$ cat src/rtl/hex_scroll_ctrl.sv
// hex_scroll_ctrl: 16-entry segment buffer plus a self-timed scroll
// sequencer for the eight-digit seven-segment marquee. Each step moves the
// message one digit from HEX7 toward HEX0 (or back when dir=1), with blank
// lead-in and lead-out frames on either side of the text.
module hex_scroll_ctrl #(
  parameter int CLK_HZ  = 50000000,
  parameter int STEP_HZ = 1,
  parameter int MAX_LEN = 16
) (
  input  logic       CLOCK_50,
  input  logic       RESET_N,
  input  logic       wr_en,
  input  logic [3:0] wr_addr,
  input  logic [6:0] wr_data,
  input  logic [4:0] msg_len,
  input  logic       run,
  input  logic       dir,
  output logic       step_tick,
  output logic       wrap,
  output logic [6:0] HEX7,
  output logic [6:0] HEX6,
  output logic [6:0] HEX5,
  output logic [6:0] HEX4,
  output logic [6:0] HEX3,
  output logic [6:0] HEX2,
  output logic [6:0] HEX1,
  output logic [6:0] HEX0
);

  localparam int          DIV     = CLK_HZ / STEP_HZ;
  localparam int          PW      = (DIV > 1) ? $clog2(DIV) : 1;
  localparam logic [PW-1:0] TC    = PW'(DIV - 1);
  localparam logic [4:0]  LEN_MAX = 5'(MAX_LEN);
  localparam logic [6:0]  BLANK   = 7'h7F;

  logic [PW-1:0] r_presc;
  logic [4:0]    r_f;
  logic          r_wrap;
  logic [6:0]    r_buf [16];
  logic [6:0]    r_hex [8];

  logic          w_tick;
  logic [4:0]    w_len;
  logic [4:0]    w_last;
  logic [4:0]    w_f_next;
  logic          w_wrap_next;
  logic [6:0]    w_digit [8];

  // Tick only while running, so a freeze can never let a step slip through.
  assign w_tick    = run && (r_presc == TC);
  assign step_tick = w_tick;
  assign wrap      = r_wrap;

  // Clamp the length: anything above the buffer depth behaves as a full buffer.
  assign w_len  = (msg_len > LEN_MAX) ? LEN_MAX : msg_len;
  assign w_last = w_len + 5'd7;

  // Step-rate prescaler: cleared and held while frozen, free-running otherwise.
  always_ff @(posedge CLOCK_50 or negedge RESET_N) begin
    if (!RESET_N) begin
      r_presc <= '0;
    end else if (!run || r_presc == TC) begin
      // NOTE: state registers use non-blocking assignment so every flop samples pre-edge values.
      r_presc <= '0;
    end else begin
      r_presc <= r_presc + 1'b1;
    end
  end

  // Next frame and wrap strobe; an out-of-range frame (after a length shrink)
  // snaps to the start of the new range and counts as a wrap.
  always_comb begin
    // NOTE: defaults first so no path through this block leaves a latch behind.
    w_f_next    = r_f;
    w_wrap_next = 1'b0;
    if (w_tick) begin
      if (w_len == 5'd0) begin
        w_f_next = 5'd0;
      end else if (!dir) begin
        if (r_f >= w_last) begin
          w_f_next    = 5'd0;
          w_wrap_next = 1'b1;
        end else begin
          w_f_next = r_f + 5'd1;
        end
      end else begin
        if (r_f == 5'd0 || r_f > w_last) begin
          w_f_next    = w_last;
          w_wrap_next = 1'b1;
        end else begin
          w_f_next = r_f - 5'd1;
        end
      end
    end
  end

  // Frame counter and its wrap pulse, registered together.
  always_ff @(posedge CLOCK_50 or negedge RESET_N) begin
    if (!RESET_N) begin
      r_f    <= 5'd0;
      r_wrap <= 1'b0;
    end else begin
      r_f    <= w_f_next;
      r_wrap <= w_wrap_next;
    end
  end

  // Message buffer; writes are accepted at any time, including mid-scroll.
  always_ff @(posedge CLOCK_50 or negedge RESET_N) begin
    if (!RESET_N) begin
      // NOTE: the buffer is deliberately reset so a fresh message starts from blanks; this forces flops, not RAM.
      for (int i = 0; i < 16; i++) r_buf[i] <= BLANK;
    end else if (wr_en) begin
      r_buf[wr_addr] <= wr_data;
    end
  end

  // Window mapping: digit d (HEX7 = 0) shows character L - f + d when that
  // index falls inside the message, blank otherwise.
  always_comb begin
    logic signed [6:0] idx;
    idx = '0;
    for (int d = 0; d < 8; d++) begin
      w_digit[d] = BLANK;
      idx = $signed({2'b00, w_len}) - $signed({2'b00, r_f}) + $signed(7'(d));
      if (idx >= 7'sd0 && idx < $signed({2'b00, w_len})) begin
        w_digit[d] = r_buf[idx[3:0]];
      end
    end
  end

  // Output registers feeding the HEX pin drivers directly.
  always_ff @(posedge CLOCK_50 or negedge RESET_N) begin
    if (!RESET_N) begin
      for (int d = 0; d < 8; d++) r_hex[d] <= BLANK;
    end else begin
      for (int d = 0; d < 8; d++) r_hex[d] <= w_digit[d];
    end
  end

  assign HEX7 = r_hex[0];
  assign HEX6 = r_hex[1];
  assign HEX5 = r_hex[2];
  assign HEX4 = r_hex[3];
  assign HEX3 = r_hex[4];
  assign HEX2 = r_hex[5];
  assign HEX1 = r_hex[6];
  assign HEX0 = r_hex[7];

endmodule

$ cat config.mk
export PLATFORM = sky130hd
export DESIGN_NAME = hex_scroll_ctrl
export DESIGN_NICKNAME = d
export VERILOG_FILES = /design/src/rtl/hex_scroll_ctrl.sv
export SDC_FILE = /design/constraint.sdc
export NUM_CORES = 1
export LEC_CHECK = 0
export CAP_MARGIN = 15
export CORE_UTILIZATION = 66
export CTS_BUF_LIST = sky130_fd_sc_hd__clkbuf_8 sky130_fd_sc_hd__clkbuf_16
export DETAILED_ROUTE_END_ITERATION = 6
export GPL_TIMING_DRIVEN = 0
export PLACE_DENSITY_LB_ADDON = 0.2
export SLEW_MARGIN = 20
export SYNTH_ARGS = -nofsm -noshare
export SYNTH_HDL_FRONTEND = slang
export SYNTH_SLANG_ARGS = --single-unit
$ cat constraint.sdc
create_clock -name CLOCK_50 -period 13.5 [get_ports CLOCK_50]
set_clock_uncertainty 0.1 [all_clocks]
set_input_delay 2.7 -clock CLOCK_50 [delete_from_list [all_inputs] [get_ports CLOCK_50]]
set_output_delay 2.7 -clock CLOCK_50 [all_outputs]
set_load 0.005 [all_outputs]
---- Word level (Yosys, flattened, before mapping) ----
Cells that the tools add are included.
storage, ports and cells
  register bits ........................... 200
  bits of input ports ..................... 21
  logic and storage cells ................. 139
operators by class
  add/subtract/negate cells ............... 12
  order comparisons ....................... 29
  eq/ne operators ......................... 1
  multiplexer cells ....................... 46
  bitwise operators ....................... 9
  reduce and logical (&&, ||, !) cells .... 15
operator list
  kind                                                 count
  binary-select mux 7 bit (select 4 bit)               8
  2-to-1 mux 7 bit                                     25
  bitwise mux 112 bit                                  1
  >= comparator 7 x 1 -> 1 bit, second input constant  7
  less-than comparator 7 x 6 -> 1 bit                  7
  >= comparator 5 bit, second input constant           9
  NOT 4 -> 5 bit                                       9
  adder 6 x 4 -> 7 bit, second input constant          4
  demux 7 bit (select 4 bit)                           1
  adder 26 x 1 -> 26 bit, second input constant        1
  == test 26 bit, second input constant                1
  2-to-1 mux 26 bit                                    1
  2-to-1 mux 5 bit                                     5
  adder 6 x 3 -> 7 bit, second input constant          2
  logical AND 1 bit                                    10
  zero test 5 bit                                      2
  adder 6 x 2 -> 7 bit, second input constant          1
  >= comparator 6 x 1 -> 1 bit, second input constant  1
  less-than comparator 6 bit                           1
  subtractor 5 x 5 -> 6 bit                            1
  adder 5 x 1 -> 5 bit, second input constant          1
  adder 5 x 3 -> 5 bit, second input constant          1
  >= comparator 5 bit                                  1
  greater-than comparator 5 bit                        1
  6 further kinds                                      11

---- Logic depth before layout (Yosys ltp) ----
  word-level depth ........................ 9
  depth in mapped cells ................... 18

---- Worst setup path before layout ----
OpenSTA, ideal clock, no wires.
  path type ............................... input port to flip-flop
  start point ............................. input msg_len[4]
  end point ............................... register r_hex (netlist bit HEX6[5])
  data arrival time ....................... 6944 ps
  slack ................................... 6349 ps
  stages .................................. 18
  path buffers ............................ 6
  path through ............................ inv_1 -> nand2_1 -> ha_1 -> buf_2 -> buf_2 -> buf_2 -> buf_2 -> inv_1 -> ha_1 -> buf_1 -> clkbuf_1 -> inv_1 -> ha_1 -> a21o_1 -> a21oi_1 -> nor2_1 -> a211oi_1 -> nand3b_1
RTL lines
  element          RTL line  source
  start, declared  15        input logic [4:0] msg_len,
  end, declared    40        logic [6:0] r_hex [8];

==> flow_metrics.tcl <==
set metrics [dict create \
    synth_top_cell_area_share_pct 32.8 \
    dpl_cell_area_mm2 0.0146 \
    final_util_pct 76.7 \
    hpwl_mm 28.3 \
    ys_seq_area_share_pct 38.8 \
    root_buffer "clkbuf_16" \
    syn-cell-area_mm2 0.0134 \
    cts_hold_buf 0 \
    drive_gt1_share_pct 38.6 \
    grt_use_met1_pct 47.8 \
    critical_path_class "in2reg" \
    leakagePower_nw 6.03 \
    r2r_slack_ns 7.21 \
    grt_use_met3_pct 9.18 \
    drc 2 \
    track_usage_pct 37.9 \
    slew_violations 0 \
    relSlewSlack_pct 28.6 \
    stdcell_area_mm2 0.0151 \
    grt_antenna_before_repair 1 \
    yosys.cell_types.count 68 \
    start_util_pct 68.2 \
    grt_pass1_wl_mm 57.2 \
    syn2layout_area_growth_pct 12.5 \
    hold_viol 0 \
    grt-ovfl-total 0 \
    drt-initial-drc-count 1153 \
    clk_latency_ns 0.45 \
    die_area_mm2 0.0209 \
    rsz0062_at_grt "no" \
    clk_pin_slew_ns 0.07 \
    power.density_mw_per_mm2 144 \
    vias 10339 \
    ys_ff_latch 200 \
    first_pass_iters 7 \
    synthCells 1124 \
    synth_ff_type "dfstp_2" \
    hold_class "reg2reg" \
    totalWireLength_mm 37.2 \
    cts_buffer_depth 2 \
    synth_edf_count 0 \
    routed_via_density 6.90 \
    fillCellCount 1255 \
    violations "DRC" \
    vdd_drop_max_v 0.000113 \
    clkSinkCount 200 \
    dieWidth_um 145 \
    use_met2_pct 59.4 \
    grt_pass1_vias 10137 \
    startpoint_type "input pin" \
    cts_resized 0 \
    setup_viol 0 \
    antenna_cells 0 \
    core-area_mm2 0.0197 \
    grt_max_degree 86 \
    layout.cells.non_filler 1498 \
    cts_buffers 17 \
    fmax_ghz 0.110 \
    ant_nets 0 \
    status "finished with violations" \
    finalSetupTns_ns 0 \
    port_buffers 75 \
    yosysTopAreaCell "dfstp_2" \
    drv_cap 0 \
    finalCritPeriodShare_pct 67.1 \
    ys_top_cells_by_count "168 x dfstp_2, 143 x mux2_2, 97 x nor2_1, 95 x mux4_2, 74 x nand2_1" \
    gp_congestion 0.974 \
    min_period_ns 9.06 \
    yosys.cell_count.top_type "dfstp_2" \
    post-place-cells 1466 \
    cp_max_fo 13 \
    die_y_um 145 \
    grt_busiest_layer "met2" \
    wl_per_cell_um 24.8 \
    ys_top_cells_by_area "dfstp_2 33%, mux4_2 16%, mux2_2 12%" \
    post-cts-setup-buffers 0 \
    fin_nets 1290 \
    synth.avg_cell_area_um2 12.0 \
    synth-warning-count 0 \
    cp.arrival_ns 9.30 \
    max_slew.worst_pin.slew_ns 1.07 \
    syn-num-nets 1194 \
    critPathCaptureType "register" \
    ioPinCount 79 \
    row_count 51 \
    crit_required_ns 13.73 \
    cts_tree "done" \
    htreeDepth 4 \
    async_flop_share_pct 100 \
]
## cells by family after synthesis
kind of cell,after synthesis,share of synthesized area (%)
and+or+nand+nor,318,11.7
muxes,285,32.5
DFF,200,38.8
AOI/OAI and AO/OA,132,5.89
buffers and inverters,94,2.81
adders and majority gates,49,4.62
xor gates and xnor gates,46,3.73
## cell usage in the layout (no fill, tap or decap), drive strengths merged, types with 7 or more instances in the layout
cell / instances
and3: 9
ha: 48
dfstp: 168
nand3b: 19
mux2i: 38
nand2: 74
or3: 18
nor2: 98
o21ai: 47
nand4: 8
clkbuf: 59
nand3: 40
buf: 23
a21oi: 40
xor2: 19
clkdlybuf4s50: 74
a21o: 8
dfrtp: 32
mux4: 104
nor3: 7
or2: 17
xnor2: 25
mux2: 143
inv: 40
## cell type report
cell class	count	area [um^2]	area share (%)
Multi-Input combinational cell	830	7850	51.9
Sequential cell	200	5220	34.5
Timing Repair Buffer	77	811	5.36
Clock buffer	17	425	2.81
Tap cell	265	332	2.19
Buffer	62	258	1.70
Inverter	32	120	0.794
Clock inverter	15	116	0.769
## routing by layer
metal  part of all wire, %  vias up
li1                      -     4388
met1                    37     5211
met2                    47      609
met3                   9.7      131
met4                   6.3        0
met5                     0        -
## critical path: stages
cell             delay, ns
clkdlybuf4s50_1       0.48
inv_1                 0.41
nand2_1               0.28
ha_1                  0.36
buf_2                 0.28
buf_2                 0.47
buf_2                 0.42
buf_2                 0.37
inv_1                 0.12
ha_1                  0.41
buf_1                 0.68
clkbuf_1              0.61
inv_1                 0.14
ha_1                  0.31
a21o_1                0.19
a21oi_1               0.16
nor2_1                0.07
a211oi_1              0.66
nand3b_1              0.18
## per-stage QoR
stage	hold slack (ns)	setup WS, ns	power, mW
2_1_floorplan	0.376	6.35	1.37
3_3_place_gp	0.410	1.94	1.63
3_5_place_dp	0.417	4.16	1.66
4_1_cts	0.426	4.56	2.15
5_1_grt	0.458	4.15	2.25
6_report	0.441	4.44	2.17
## path summary, 6_finish.rpt
path | start | end | cells past startpoint
setup / recovery | msg_len[4] | HEX6[4]$_DFF_PN1_ | 19
hold / removal | r_presc[0]$_DFF_PN0_ | r_presc[0]$_DFF_PN0_ | 1
hold reg to reg | r_presc[0]$_DFF_PN0_ | r_presc[0]$_DFF_PN0_ | 1
setup reg to reg | r_f[0]$_DFFE_PN0P_ | HEX6[4]$_DFF_PN1_ | 17
min in group asynchronous | RESET_N | r_presc[9]$_DFF_PN0_ | 1
max in group asynchronous | RESET_N | r_buf[60]$_DFFE_PN1P_ | 2
## power by group
| group | leakage [nW] | internal [mW] | total (mW) | switching (mW) |
|---|---|---|---|---|
| clock | 0.261 | 0.240 | 0.489 | 0.249 |
| combinational | 3.57 | 0.405 | 0.801 | 0.397 |
| sequential | 2.19 | 0.786 | 0.883 | 0.0974 |
## state kept, by name (all words and copies together), names as in the netlist
name     flops
HEX1         7
r_presc     26
r_buf      112
HEX5         7
HEX0         7
HEX7         7
HEX2         7
wrap         1
HEX6         7
HEX4         7
HEX3         7
r_f          5
No activity file was read; power rests on OpenSTA's default activity.
